## src/rtl/sel_decoder_pkg.sv

```systemverilog
// -----------------------------------------------------------------------------
// sel_decoder_pkg
// Shared definitions for the select decoder and its popcount helper:
//   - MODE_* : encodings of the 2-bit output mode input
//   - clog2  : ceiling log2, used to size count buses from a fan-out width
// -----------------------------------------------------------------------------
package sel_decoder_pkg;

    localparam logic [1:0] MODE_LEVEL  = 2'd0;
    localparam logic [1:0] MODE_PULSE  = 2'd1;
    localparam logic [1:0] MODE_STICKY = 2'd2;
    localparam logic [1:0] MODE_RSVD   = 2'd3;

    // Ceiling log2 of value (clog2(1) = 0); a count of 0..W needs clog2(W+1) bits.
    function automatic int clog2(input int value);
        int res;
        int rem;
        res = 0;
        rem = value - 1;
        for (int i = 0; i < 32; i++) begin
            if (rem > 0) begin
                res = res + 1;
                rem = rem >>> 1;
            end
        end
        return res;
    endfunction

endpackage

```

## src/rtl/sel_decoder_popcount.sv

```systemverilog
// -----------------------------------------------------------------------------
// popcount
// Purely combinational population count of a W-bit vector.
// Ports:
//   vec   in  W      vector to count
//   count out CW     number of set bits in vec, CW = clog2(W+1)
// -----------------------------------------------------------------------------
module popcount
    import sel_decoder_pkg::*;
#(
    parameter int W  = 16,
    parameter int CW = clog2(W + 1)
) (
    input  logic [W-1:0]  vec,
    output logic [CW-1:0] count
);

    // Ripple sum of all bits of vec.
    always_comb begin
        count = '0;
        for (int i = 0; i < W; i++) begin
            count = count + CW'(vec[i]);
        end
    end

endmodule

```

## src/rtl/sel_decoder.sv

```systemverilog
// -----------------------------------------------------------------------------
// sel_decoder
// Registered binary-index to one-hot select decoder with LEVEL, PULSE and
// STICKY output modes, out-of-range detection and a popcount of the active
// selects. Every output is registered; latency is exactly one cycle.
// Ports:
//   clk    in  1      clock, rising edge
//   clr    in  1      synchronous active-low reset
//   en     in  1      decode d_in this cycle
//   mode   in  2      0 LEVEL, 1 PULSE, 2 STICKY, 3 reserved (as LEVEL)
//   d_in   in  IN_W   binary select index
//   ack    in  1      clears accumulated bits in STICKY mode
//   d_out  out OUT_W  select bus
//   valid  out 1      d_out non-zero
//   err    out 1      previous cycle had en with d_in >= OUT_W
//   count  out CNT_W  number of set bits in d_out
// -----------------------------------------------------------------------------
module sel_decoder
    import sel_decoder_pkg::*;
#(
    parameter int IN_W  = 4,
    parameter int OUT_W = 16,
    parameter int CNT_W = $clog2(OUT_W + 1)
) (
    input  logic             clk,
    input  logic             clr,
    input  logic             en,
    input  logic [1:0]       mode,
    input  logic [IN_W-1:0]  d_in,
    input  logic             ack,
    output logic [OUT_W-1:0] d_out,
    output logic             valid,
    output logic             err,
    output logic [CNT_W-1:0] count
);

    localparam int PC_W = clog2(OUT_W + 1);
    // With full fan-out every index is legal, so range checking folds away.
    localparam bit FULL_FANOUT = (OUT_W == (1 << IN_W));

    logic [OUT_W-1:0] d_out_q, d_out_d;
    logic             valid_q, valid_d;
    logic             err_q,   err_d;
    logic [CNT_W-1:0] count_q, count_d;
    logic             prev_en_q;
    logic [IN_W-1:0]  prev_idx_q;
    logic [1:0]       mode_q;

    logic             in_range_s;
    logic [OUT_W-1:0] hot_s;
    logic             mode_chg_s;
    logic             new_req_s;
    logic [PC_W-1:0]  pc_s;

    // Index decode and out-of-range flag.
    always_comb begin
        in_range_s = 1'b1;
        hot_s      = '0;
        if (FULL_FANOUT) begin
            in_range_s = 1'b1;
        end else begin
            in_range_s = (32'(d_in) < 32'(OUT_W));
        end
        if (en && in_range_s) begin
            hot_s = OUT_W'(1'b1) << d_in;
        end else begin
            hot_s = '0;
        end
        err_d = en && !in_range_s;
    end

    // Mode-dependent next select bus; a mode change discards old STICKY bits
    // and counts as a fresh request in PULSE.
    always_comb begin
        mode_chg_s = (mode != mode_q);
        new_req_s  = en && (!prev_en_q || (d_in != prev_idx_q) || mode_chg_s);
        d_out_d    = hot_s;
        case (mode)
            MODE_PULSE: begin
                if (new_req_s) begin
                    d_out_d = hot_s;
                end else begin
                    d_out_d = '0;
                end
            end
            MODE_STICKY: begin
                // ack clears history but a coincident new request survives.
                if (mode_chg_s || ack) begin
                    d_out_d = hot_s;
                end else begin
                    d_out_d = d_out_q | hot_s;
                end
            end
            MODE_LEVEL, MODE_RSVD: begin
                d_out_d = hot_s;
            end
            default: begin
                d_out_d = hot_s;
            end
        endcase
        valid_d = |d_out_d;
        count_d = CNT_W'(pc_s);
    end

    popcount #(
        .W  (OUT_W),
        .CW (PC_W)
    ) u_popcount (
        .vec   (d_out_d),
        .count (pc_s)
    );

    // Output register bank plus request history; clr has priority.
    always_ff @(posedge clk) begin
        if (!clr) begin
            d_out_q    <= '0;
            valid_q    <= 1'b0;
            err_q      <= 1'b0;
            count_q    <= '0;
            prev_en_q  <= 1'b0;
            prev_idx_q <= '0;
            mode_q     <= MODE_LEVEL;
        end else begin
            d_out_q    <= d_out_d;
            valid_q    <= valid_d;
            err_q      <= err_d;
            count_q    <= count_d;
            prev_en_q  <= en;
            prev_idx_q <= d_in;
            mode_q     <= mode;
        end
    end

    assign d_out = d_out_q;
    assign valid = valid_q;
    assign err   = err_q;
    assign count = count_q;

endmodule

```

## config.mk

```make
export PLATFORM = sky130hd
export DESIGN_NAME = sel_decoder
export DESIGN_NICKNAME = d
export VERILOG_FILES = /design/src/rtl/sel_decoder_pkg.sv /design/src/rtl/sel_decoder_popcount.sv /design/src/rtl/sel_decoder.sv
export SDC_FILE = /design/constraint.sdc
export NUM_CORES = 1
export LEC_CHECK = 0
export BUFFER_PORTS_ARGS = -buffer_cell sky130_fd_sc_hd__buf_4
export CORE_AREA = 8 8 90 52
export CTS_CLUSTER_SIZE = 40
export DETAILED_ROUTE_END_ITERATION = 10
export DIE_AREA = 0 0 98 60
export MAX_ROUTING_LAYER = met4
export PLACE_DENSITY = 0.77
export SYNTH_ARGS = -nofsm -noshare
export SYNTH_HDL_FRONTEND = slang
export SYNTH_HIERARCHICAL = 1
export SYNTH_SLANG_ARGS = --single-unit
```

## constraint.sdc

```tcl
create_clock -name clk -period 6.95 [get_ports clk]
set_input_delay 0.695 -clock clk [delete_from_list [all_inputs] [get_ports clk]]
set_output_delay 0.695 -clock clk [all_outputs]
set_load 0.005 [all_outputs]
```

; ---- Word-level counts from Yosys, hierarchy flattened
; Index checks and enable logic that the tools add are counted.
[classes]
n_addsub = 15
n_eq_ne = 5
n_shift = 1
n_mux = 4
bitwise = 1
reduce_logical = 8
[op_table]
columns = op, count
row1 = $add A5 B1 Y5, 14
row2 = $mux W16, 3
row3 = $pmux W16 S3, 1
row4 = $or A16 B16 Y16, 1
row5 = $reduce_or A16 Y1, 1
row6 = $shl A1 B4 Y16 const A, 1
row7 = $eq A2 B2 Y1 const B, 2
row8 = $ne A4 B4 Y1, 1
row9 = $logic_or A1 B1 Y1, 3
row10 = $add A1 B1 Y2, 1
row11 = $eq A2 B1 Y1 const B, 1
row12 = $logic_not A2 Y1, 1
row13 = $ne A2 B2 Y1, 1
row14 = $reduce_or A2 Y1, 1
row15 = $logic_and A1 B1 Y1, 1
row16 = $logic_not A1 Y1, 1
[word_totals]
regBits = 29
in_bits = 10
word_cells = 40

; ---- Depth between registers and ports, before layout
[depth]
depth_word = 21
ltp_mapped = 20
ltp_nobuf = 19

; ---- Cells and area by module
; Netlist, hierarchy kept.
[by_module_without_submodules]
columns = mod, instances, cells_per_inst, area_each_um2, seq_area_each_um2
row1 = sel_decoder, 1, 143, 1410.1, 580.6
row2 = popcount, 1, 43, 386.6, 0.0

; ---- Worst setup path after synthesis
; Ideal clock, no wire load.
[synth_timing]
path_kind = input to register
start = input port mode[1]
end = register count_q[2], in the netlist count[2]
setup_ps = 115
t_arrival_ps = 4894
required_ps = 6835
setup_slack_ps = 1941
cell_stages = 14
n_path_buf = 1
cell_sequence = inv_1 ha_1 clkbuf_1 nand4b_1 o32ai_1 inv_1 fa_1 fa_1 fa_1 fa_1 fa_1 fa_1 xnor2_1 and2_1
[synth_rtl]
columns = element, line
row1 = from (decl), sel_decoder.sv:28  ; input logic [1:0] mode,
row2 = $ne A2 B2 Y1, sel_decoder.sv:75  ; mode_chg_s = (mode != mode_q);
row3 = $logic_or A1 B1 Y1, sel_decoder.sv:76  ; new_req_s = en && (!prev_en_q || (d_in != prev_idx_q) || mode_chg_s);
row4 = $logic_and A1 B1 Y1, sel_decoder.sv:76
row5 = $mux W16, sel_decoder.sv:80  ; if (new_req_s) begin
row6 = $pmux W16 S3 (*), sel_decoder.sv:78  ; case (mode)
row7 = named net d_out_d[2], sel_decoder.sv:41  ; logic [OUT_W-1:0] d_out_q, d_out_d;
row8 = $add A5 B1 Y5 (*) (14 in a row), sel_decoder_popcount.sv:22  ; count = count + CW'(vec[i]);
row9 = named net count_d[2], sel_decoder.sv:44  ; logic [CNT_W-1:0] count_q, count_d;
row10 = to (signal assigned), sel_decoder.sv:127  ; count_q <= count_d;
row11 = to (decl), sel_decoder.sv:44
; Mark *: on every way through the listed nets, which the timed path passes. The rest lies on a longest branch.
; A chain may end at the register's enable or synchronous reset.

; ---- Worst setup path after layout
[layout_timing]
start = input port mode[1]
end = register count_q[4], in the netlist count[4]
; Same word-level chain as after synthesis.

==> run_results.csv <==
group,metric,value,unit
run_status,run_status,"finished clean",
sta,setup-tns-final,0,ns
global_route,grt_pass1_wl,7070,um
pwr,p_leak,0.854,nW
cts,cts_tree,"yes",
die,die-area,5880,um^2
global_route,grt_usage,16.3,%
die,die_y,60,um
sta,relSlewSlack,39.5,%
yosys,ys_async_sr_fraction,0,%
yosys,ys.flop_type,"dfxtp_1",
placed_design,numPlacedInstances,249,
placed_design,post-dp-hpwl,3440,um
yosys,yosysSeqAreaShare,32.3,%
finish,antenna_cells,0,
setup_path,ff2ff_path_depth,14,
cts,cts_resized,0,
sta,hold_viol_final,0,
detailed_routing,final_antenna_net_count,0,
die,initial_core_util,50.7,%
yosys,synth.top_cell.area_share,32.3,%
cts,cts_hold_buf,0,
sta,tightest_slew,0.901,ns
run,maxCapViolations,0,
finish,utilization,58.7,%
finish,area_growth,15.8,%
detailed_routing,detail_route.wl_per_cell,17.3,um
yosys,synthCells,186,
setup_path,r2r_start,"mode_q[0]",
cts,clock_path_buffers,2,
setup_path,crit_chain,"buf_4 > inv_1 > ha_1 > nand4b_1 > o32ai_1 > inv_1 > fa_1 > fa_1 > fa_1 > fa_1 > fa_1 > fa_1 > nor2b_1 > o21a_1 > and2_1",
cts,h-tree-depth,2,
setup_path,endpoint_kind,"flip-flop",
cts,clockRootBuffer,"clkbuf_8",
pwr,p_per_area,167,nW/um^2
setup_path,path_max_fanout,20,
setup_path,crit_type,"input pin to flip-flop",
yosys,yosysMostFrequentCell,"dfxtp_1",
detailed_routing,dr.pass1.iters,4,
finish,fin_cells,257,
sta,final-max-slew-violation-count,0,
cts,cts_setup_buffers,0,
global_route,antenna_found_initial,0,
setup_path,critPathMaxStageDelay,0.61,ns
detailed_routing,route.detailed.drc,0,
die,io_pins,33,
hold_path,hold_path_depth,3,
sta,whs,0.685,ns
finish,layout-drive-gt1-share,20.3,%
hold_path,hp-class,"input pin to flip-flop",
global_route,grt_overflow,0,
setup_path,cp.arrival,5.76,ns
detailed_routing,vias,1436,
yosys,ys_top_cells_by_count,"dfxtp_1, and2_1, inv_1",
yosys,synth_warnings,6,
die,rows,16,
cts,cts_sinks,29,
yosys,synth-edff-count,0,
cts,clock_latency,0.28,ns
die,coreArea,3540,um^2
placed_design,gp_congestion,1.03,
sta,fmax,181,MHz
sta,rsz0062_at_grt,"no",
sta,layout_min_cycle_time,5.53,ns
setup_path,startpoint,"mode[1]",
yosys,syn_avg_cell_area,9.66,um^2
global_route,grt_max_degree,28,
setup_path,start_kind,"input pin",
yosys,syn_area,1800,um^2
setup_path,cp_slowest_cell,"ha_1",
setup_path,crit_required,7.18,ns
setup_path,crit_top_cell,"fa_1",
yosys,ys_types,34,
hold_path,min_from,"mode[1]",
sta,setup_viol,0,
yosys,synthTopCellsByArea,"dfxtp_1, fa_1, and2_1",
sta,post-route-period-util,79.5,%
die,die_w,98,um
pwr,ir_drop,0.0711,mV
yosys,syn_nets,213,
global_route,grt_pass1_vias,1365,
sta,finClkSkew,0.00756,ns
detailed_routing,finalWirelength,4460,um
detailed_routing,vias_per_cell,5.59,
cts,clk_pin_slew,0.06,ns
placed_design,port_buffers,31,
yosys,synth_largest_area_cell,"dfxtp_1",
cts,cts_buffers,5,
detailed_routing,drtIter0Drc,124,
finish,layout.nets,238,
yosys,ys_ff_latch,29,
routing by layer:
layer,up-vias,track usage (%),part of all wire [%]
li1,693,-,-
met1,659,22.7,50
met2,79,21.0,38
met3,5,5.11,11
met4,0,6.58,0.76
met5,-,-,0
critical path: cells and delay by family:
family,cells,cell delay (ns)
fa+ha+maj,7,3.47
simple gates,3,0.59
buf+inv,3,0.32
compound gates,2,0.69
metrics by stage:
step                      total power, mW  worst slack (ns)  instance area [um^2]
after detailed placement            0.221              1.19                  2000
after CTS                           0.352              1.47                  2080
after global routing                0.365              1.19                  2080
final                               0.348              1.42                  2080
after floorplan                     0.208              1.94                  1800
after global placement              0.220              1.33                  2000
logic make-up after synthesis:
family / synth area share [%]
AND/OR/NAND/NOR: 20.5
buffers and inverters: 9.89
AO/OA/AOI/OAI: 17.2
flip-flops: 32.3
adder cells (fa/ha/maj): 16.0
XOR/XNOR: 3.90
other: 0.209
flip-flops by register name, summed over array words and instances, names as in the netlist:
name and cells:
prev_en_q 1, count 5, mode_q 2, d_out 16
valid 1, prev_idx_q 4
final timing paths:
kind	to	slack [ns]
min	mode_q[1]	0.69
max reg2reg	count[4]	1.89
max	count[4]	1.42
min reg2reg	d_out[5]	0.85
final cells by class:
type / count / area [um^2]
fill: 310 / 1460
multi-input combinational: 120 / 1040
sequential: 29 / 581
timing repair buffer: 31 / 233
inverter: 24 / 90.1
clock buffer: 6 / 72.6
tap: 45 / 56.3
clock inverter: 2 / 10.0
report_power, final:
group	switching, mW	internal [mW]
Combinational	0.0270	0.0186
Sequential	0.00161	0.171
Clock	0.0610	0.0691
Total	0.0896	0.259
layout by cell type (no fill, tap or decap), types with 2 or more instances in the layout:
| master | count |
|---|---|
| o32ai_2 | 3 |
| nand4_1 | 2 |
| inv_1 | 24 |
| nor4_1 | 3 |
| xor2_1 | 4 |
| clkinv_2 | 2 |
| fa_1 | 10 |
| or2_1 | 2 |
| clkbuf_8 | 5 |
| and2_1 | 26 |
| o32ai_1 | 13 |
| buf_4 | 31 |
| nor2_1 | 7 |
| nand2_1 | 4 |
| nand3_1 | 2 |
| ha_1 | 7 |
| nand4b_1 | 2 |
| nor3b_1 | 3 |
| dfxtp_1 | 29 |
| a22oi_1 | 16 |
| xnor2_1 | 4 |
No activity file was read; power rests on OpenSTA's default activity.
